--- src/rtl/dpram_reader_pkg.sv ---
// Shared types and constants for the dual-port RAM sequential reader.
package dpram_reader_pkg;

    // Reader job state
    typedef enum logic [1:0] {
        ST_IDLE  = 2'd0,
        ST_READ  = 2'd1,
        ST_DRAIN = 2'd2
    } state_t;

    // Skid FIFO depth; also the cap on words buffered plus in flight
    localparam int FIFO_DEPTH = 2;

endpackage

--- src/rtl/skid_fifo2.sv ---
// Two-entry skid FIFO between the RAM read pipeline and the output stream.
// The head register only changes on a pop or on a push into an empty FIFO,
// so the stream data stays stable while the consumer stalls.
module skid_fifo2
    import dpram_reader_pkg::*;
#(
    parameter int data_width = 8
) (
    input  logic                  clk,
    input  logic                  reset,
    input  logic                  flush,
    input  logic                  push,
    input  logic [data_width-1:0] push_data,
    input  logic                  pop,
    output logic [data_width-1:0] head,
    output logic [1:0]            count
);

    logic [data_width-1:0] r_head;
    logic [data_width-1:0] r_tail;
    logic [1:0]            r_count;
    logic                  w_pop;
    logic                  w_push;

    // A pop needs a word present; a push into a full FIFO only lands if a pop frees a slot
    assign w_pop  = pop && (r_count != 2'd0);
    assign w_push = push && ((r_count != 2'(FIFO_DEPTH)) || w_pop);

    // Storage and occupancy update; flush empties the FIFO without touching data
    always_ff @(posedge clk) begin
        if (reset) begin
            r_head  <= '0;
            r_tail  <= '0;
            r_count <= '0;
        end else if (flush) begin
            r_count <= '0;
        end else begin
            case ({w_push, w_pop})
                2'b11: begin
                    if (r_count == 2'd2) begin
                        r_head <= r_tail;
                        r_tail <= push_data;
                    end else begin
                        r_head <= push_data;
                    end
                end
                2'b10: begin
                    if (r_count == 2'd0) begin
                        r_head <= push_data;
                    end else begin
                        r_tail <= push_data;
                    end
                    r_count <= r_count + 2'd1;
                end
                2'b01: begin
                    r_head  <= r_tail;
                    r_count <= r_count - 2'd1;
                end
                default: ;
            endcase
        end
    end

    assign head  = r_head;
    assign count = r_count;

endmodule

--- src/rtl/dpram_reader.sv ---
// Sequential reader for one port of the generic dual-port RAM.
// Walks the RAM from a start address for a given word count, absorbs the
// RAM's one-cycle read latency and streams the words on valid/ready.
// Optional feature macro: DPRAM_READER_ABORT_EN adds an abort input that
// cancels a running job and discards buffered/in-flight data.
//
// state    | meaning
// ST_IDLE  | waiting for start; done may pulse here
// ST_READ  | issuing reads while FIFO + inflight has room
// ST_DRAIN | all reads issued; waiting for the last word to leave
module dpram_reader
    import dpram_reader_pkg::*;
#(
    parameter int address_width = 10,
    parameter int data_width    = 8
) (
    input  logic                     clk,
    input  logic                     reset,
    input  logic                     start,
    input  logic [address_width-1:0] start_address,
    input  logic [address_width:0]   length,
    output logic                     busy,
    output logic                     done,
    output logic [address_width-1:0] ram_address,
    input  logic [data_width-1:0]    ram_q,
    output logic [data_width-1:0]    out_data,
    output logic                     out_valid,
    input  logic                     out_ready
`ifdef DPRAM_READER_ABORT_EN
   ,input  logic                     abort
`endif
);

    localparam logic [address_width-1:0] ADDR_ONE = {{(address_width-1){1'b0}}, 1'b1};
    localparam logic [address_width:0]   REM_ONE  = {{address_width{1'b0}}, 1'b1};

    state_t                   r_state;
    logic [address_width-1:0] r_addr;
    logic [address_width:0]   r_remaining;
    logic                     r_inflight;
    logic                     r_done;

    logic [1:0]               w_count;
    logic [data_width-1:0]    w_head;
    logic                     w_valid;
    logic                     w_pop;
    logic                     w_abort;
    logic                     w_issue;
    logic                     w_last_xfer;
    logic [2:0]               w_occ;

    assign w_valid = (w_count != 2'd0);
    assign w_pop   = w_valid && out_ready;

    // Occupancy after this cycle's pop; pop never exceeds what is buffered
    assign w_occ = {1'b0, w_count} + {2'b00, r_inflight} - {2'b00, w_pop};

`ifdef DPRAM_READER_ABORT_EN
    assign w_abort = abort && (r_state != ST_IDLE);
`else
    assign w_abort = 1'b0;
`endif

    assign w_issue     = (r_state == ST_READ) && !w_abort && (w_occ < 3'(FIFO_DEPTH));
    assign w_last_xfer = w_pop && (w_count == 2'd1) && !r_inflight;

    // Job FSM, address/remaining counters and the one-deep read-latency tracker
    always_ff @(posedge clk) begin
        if (reset) begin
            r_state     <= ST_IDLE;
            r_addr      <= '0;
            r_remaining <= '0;
            r_inflight  <= 1'b0;
            r_done      <= 1'b0;
        end else begin
            r_done     <= 1'b0;
            r_inflight <= w_issue;
            case (r_state)
                ST_IDLE: begin
                    if (start) begin
                        if (length == '0) begin
                            r_done <= 1'b1;
                        end else begin
                            r_addr      <= start_address;
                            r_remaining <= length;
                            r_state     <= ST_READ;
                        end
                    end
                end
                ST_READ: begin
                    if (w_issue) begin
                        r_addr      <= r_addr + ADDR_ONE;
                        r_remaining <= r_remaining - REM_ONE;
                        if (r_remaining == REM_ONE) begin
                            r_state <= ST_DRAIN;
                        end
                    end
                end
                ST_DRAIN: begin
                    if (w_last_xfer) begin
                        r_state <= ST_IDLE;
                        r_done  <= 1'b1;
                    end
                end
                default: r_state <= ST_IDLE;
            endcase
            if (w_abort) begin
                r_state <= ST_IDLE;
            end
        end
    end

    skid_fifo2 #(.data_width(data_width)) u_fifo (
        .clk       (clk),
        .reset     (reset),
        .flush     (w_abort),
        .push      (r_inflight),
        .push_data (ram_q),
        .pop       (w_pop),
        .head      (w_head),
        .count     (w_count)
    );

    assign busy        = (r_state != ST_IDLE);
    assign done        = r_done;
    assign ram_address = r_addr;
    assign out_data    = w_head;
    assign out_valid   = w_valid;

endmodule

--- config.mk ---
export PLATFORM = sky130hd
export DESIGN_NAME = dpram_reader
export DESIGN_NICKNAME = d
export VERILOG_FILES = /design/src/rtl/dpram_reader_pkg.sv /design/src/rtl/skid_fifo2.sv /design/src/rtl/dpram_reader.sv
export SDC_FILE = /design/constraint.sdc
export NUM_CORES = 1
export LEC_CHECK = 0
export CAP_MARGIN = 20
export CORE_UTILIZATION = 46
export CTS_CLUSTER_DIAMETER = 100
export DETAILED_ROUTE_END_ITERATION = 16
export PLACE_DENSITY = 0.77
export SKIP_LAST_GASP = 1
export SLEW_MARGIN = 20
export SYNTH_ARGS = -nofsm -noshare
export SYNTH_HDL_FRONTEND = slang
export SYNTH_SLANG_ARGS = --single-unit
--- constraint.sdc ---
create_clock -name clk -period 3.4 [get_ports clk]
set_input_delay 1.02 -clock clk [delete_from_list [all_inputs] [get_ports clk]]
set_output_delay 1.02 -clock clk [all_outputs]
set_load 0.02 [all_outputs]
==> parameters.txt <==
Parameter                              Value

Run status
  Outcome ... finished clean

Finish
  Total number of nets in the final design ... 415
  Area added between synthesis and finish ... 32.2%
  Share of the core filled with cells ... 0.651
  Number of diodes ... 0
  Commonest cells after routing, fill and taps aside ... 53 x sky130_fd_sc_hd__clkdlybuf4s50_1, 43 x sky130_fd_sc_hd__dfxtp_1, 32 x sky130_fd_sc_hd__nor2_1
  Post-route design area ... 0.00341 mm2
  Commonest non-fill, non-tap cell in the layout ... sky130_fd_sc_hd__clkdlybuf4s50_1
  # fillers ... 436
  Share of layout cells above drive strength 1 ... 0.128

Worst setup path
  Signal arrival time at the worst endpoint ... 3.55 ns
  Data required time at the worst endpoint ... 3.58 ns
  Critical path, cell by cell ... clkdlybuf4s50_1, nand2b_1, inv_2, ha_1, nand2b_1, fa_2, nand2_2, o22a_4, buf_4, a221oi_1, o32ai_1
  Buffers & Inverters on Critical Path ... 3
  Critical Path Fanout Max ... 5
  Type of element capturing the critical path ... flop
  Most used cell, CP ... sky130_fd_sc_hd__nand2b_1
  Register-to-register setup slack ... 0.27 ns
  Setup CP Type ... input port to flop
  Worst Reg-to-Reg Cells ... 12
  Startpoint kind of the worst setup timing path ... input port
  Endpoint of the worst register-to-register path ... ram_address[4]
  Origin of the critical flop-to-flop path ... u_fifo.count[1]
  Slowest library cell on the worst path ... sky130_fd_sc_hd__fa_2
  Slowest stage delay, CP ... 0.56 ns
  Top cell family by delay on the critical path ... adder cells

STA
  Pins Over Slew Limit ... 0
  Minimum clock period after layout ... 3.37 ns
  Setup clock skew after layout ... 0.00603 ns
  Final period util ... 0.991
  Transition at the pin with the smallest max-transition slack ... 0.780 ns
  Relative slew margins ... 0.479
  Count of endpoints failing hold in the final timing report ... 0
  Worst hold margin ... 0.486 ns
  Number of endpoints failing setup at the final stage ... 0
  TNS Setup ... 0 ns
  Fmax achieved ... 297 MHz

Drt
  Residual antenna-violating net count after detailed routing ... 0
  Total routed wirelength ... 7450 um
  Wire length on met3 ... 565 um
  Routed metal-1 wire length ... 3440 um
  Wire per inst ... 16.7 um
  Post-detailed-route via-to-cell ratio ... 6.25
  Total vias in the final route ... 2,781
  Iteration count of the initial detailed-routing pass ... 5
  Residual DRC ... 0
  Highest routed metal layer ... met4
  First-iteration detailed-routing DRC count ... 289
  Metal2 WL ... 3330 um

Yosys
  Flops & latches, synth ... 43
  Post-Syn Instances ... 313
  Yosys warning total ... 0
  Post-synth net total ... 354
  Unique masters post-synth ... 53
  Proportion of synthesized flip-flops having asynchronous set or reset ... 0
  Number of enable-type register cells in the synthesized netlist ... 0
  Avg Synthesized Cell Area ... 8.24 um2
  Main synth FF type ... sky130_fd_sc_hd__dfxtp_1
  Cell Area, Synth ... 0.00258 mm2
  Portion of the post-synthesis area used by sequential elements ... 0.334

GRT
  Number of antenna violations at the first check in global routing ... 0
  Number of global-route vias before repair ... 2,569
  Global-route total usage across every layer ... 0.255
  Global-route wire length before repair ... 12,200 um
  Largest net degree at the start of global routing ... 28
  Remaining global-route overflow ... 0

Power
  Total Power ... 2.18 mW
  Power density normalized to cell area ... 640 mW/mm2
  Peak ir drop on the vdd network ... 484 uV
  Leakage power ... 1.27 nW

Die
  Floorplan die area ... 0.00591 mm2
  Overall die height ... 76.9 um
  Area of the placeable core ... 0.00524 mm2
  Width of the chip ... 76.9 um
  Starting Density ... 0.493
  Number of placement rows ... 26
  Top-level I/O count ... 54

Min path
  HP Start ... r_remaining[1]
  Type of the most critical hold path ... flop to flop
  Min-Delay Path Depth ... 2
  Hold worst-path end ... r_remaining[1]

Clock network
  Clock tree root buffer cell ... sky130_fd_sc_hd__clkbuf_8
  Total number of clock tree sinks ... 43
  TritonCTS clock tree ... built
  Number of buffers created by CTS ... 5
  Htree depth ... 2
  Clock insertion delay at the later pin of the skew report ... 0.30 ns
  Deepest clock path buffer count ... 2
  Clock slew at reported path FFs ... 0.09 ns

Placed design
  Routability congestion estimate from global placement ... 0.860
  HPWL after DPL ... 5250 um
  Total of buffers placed on input and output ports ... 53
  Placed inst area ... 0.00325 mm2

Job
  Count of maximum capacitance violations ... 0
[layer usage]
layer | up-vias | track usage
li1 | 1309 | -
met1 | 1323 | 0.347
met2 | 131 | 0.404
met3 | 18 | 0.0429
met4 | 0 | 0.0865
met5 | - | 0
[worst max path at each step]
stage / startpoint / endpoint / slack (ns) / cells past startpoint
floorplan: out_ready / ram_address[9] / 0.1 / 10
global placement: out_ready / ram_address[6] / -0.31 / 11
detailed placement: out_ready / ram_address[6] / -0.40 / 11
CTS: out_ready / ram_address[6] / -0.01 / 11
global route: out_ready / ram_address[2] / -0.02 / 11
finish: out_ready / ram_address[4] / 0.03 / 11
[cells by family after synthesis]
family          share of synthesized area
compound gates                      0.259
xor+xnor                           0.0102
mux                                0.0582
fa+ha+maj                          0.0417
simple gates                        0.226
flops                               0.334
buf+inv                            0.0713
[flip-flops by register name, indices dropped and copies added, names as in the netlist]
| name | flops |
|---|---|
| r_remaining | 11 |
| ram_address | 10 |
| u_fifo.head | 8 |
| u_fifo.r_tail | 8 |
| r_state | 2 |
| u_fifo.count | 2 |
| done | 1 |
| r_inflight | 1 |
[synthesized netlist by cell type, drive strengths merged, types with 3 or more instances]
library cell,instances,share of area
o211a,3,0.012
o211ai,4,0.012
or4,4,0.012
a21oi,16,0.031
or3,3,0.0073
a221oi,5,0.017
nand3,9,0.017
a311o,4,0.016
a32o,6,0.023
nor2,32,0.047
nor3,13,0.025
nand2,25,0.036
nand2b,7,0.017
o22ai,7,0.017
mux2i,15,0.058
a311oi,5,0.017
nand4,3,0.0073
o221ai,3,0.010
inv,13,0.019
dfxtp,43,0.33
and3,3,0.0073
and4,3,0.010
o21ai,13,0.027
clkbuf,24,0.051
o32ai,7,0.024
nor4,5,0.012
ha,7,0.034
[area by class of cell]
type,instances,area [um2],area share
Clock buffer,5,68.8,0.0202
Clock inverter,3,23.8,0.00697
Multi-Input combinational cell,232,1590,0.468
Inverter,14,52.6,0.0154
Timing Repair Buffer,78,722,0.212
Sequential cell,43,861,0.252
Tap cell,70,87.6,0.0257
[worst register-to-register path: stages, from the launching register on]
cell and delay, ns:
sky130_fd_sc_hd__dfxtp_1 0.49, sky130_fd_sc_hd__inv_1 0.13, sky130_fd_sc_hd__ha_1 0.24, sky130_fd_sc_hd__nand2b_1 0.19
sky130_fd_sc_hd__inv_2 0.06, sky130_fd_sc_hd__ha_1 0.22, sky130_fd_sc_hd__nand2b_1 0.16, sky130_fd_sc_hd__fa_2 0.57
sky130_fd_sc_hd__nand2_2 0.09, sky130_fd_sc_hd__o22a_4 0.30, sky130_fd_sc_hd__buf_4 0.13, sky130_fd_sc_hd__a221oi_1 0.30
sky130_fd_sc_hd__o32ai_1 0.13
[power by group]
part           switching (mW)  internal [mW]  leakage [nW]
combinational           0.593          0.530         0.874
sequential              0.107          0.610         0.353
clock                   0.195          0.147        0.0408
[stage by stage]
step                std cells  worst slack (ns)
CTS                       444           -0.0148
floorplan                 313            0.0986
global placement          436            -0.307
detailed placement        436            -0.405
finish                    445            0.0310
global route              445           -0.0183
[repair_timing]
item	4_1_cts	5_1_grt
setup endpoints to repair	13	22
pin swaps	0	3
hold buffers	0	0
gates resized for setup	2	11
buffers inserted	0	1
(Power assumes the default switching activity.)
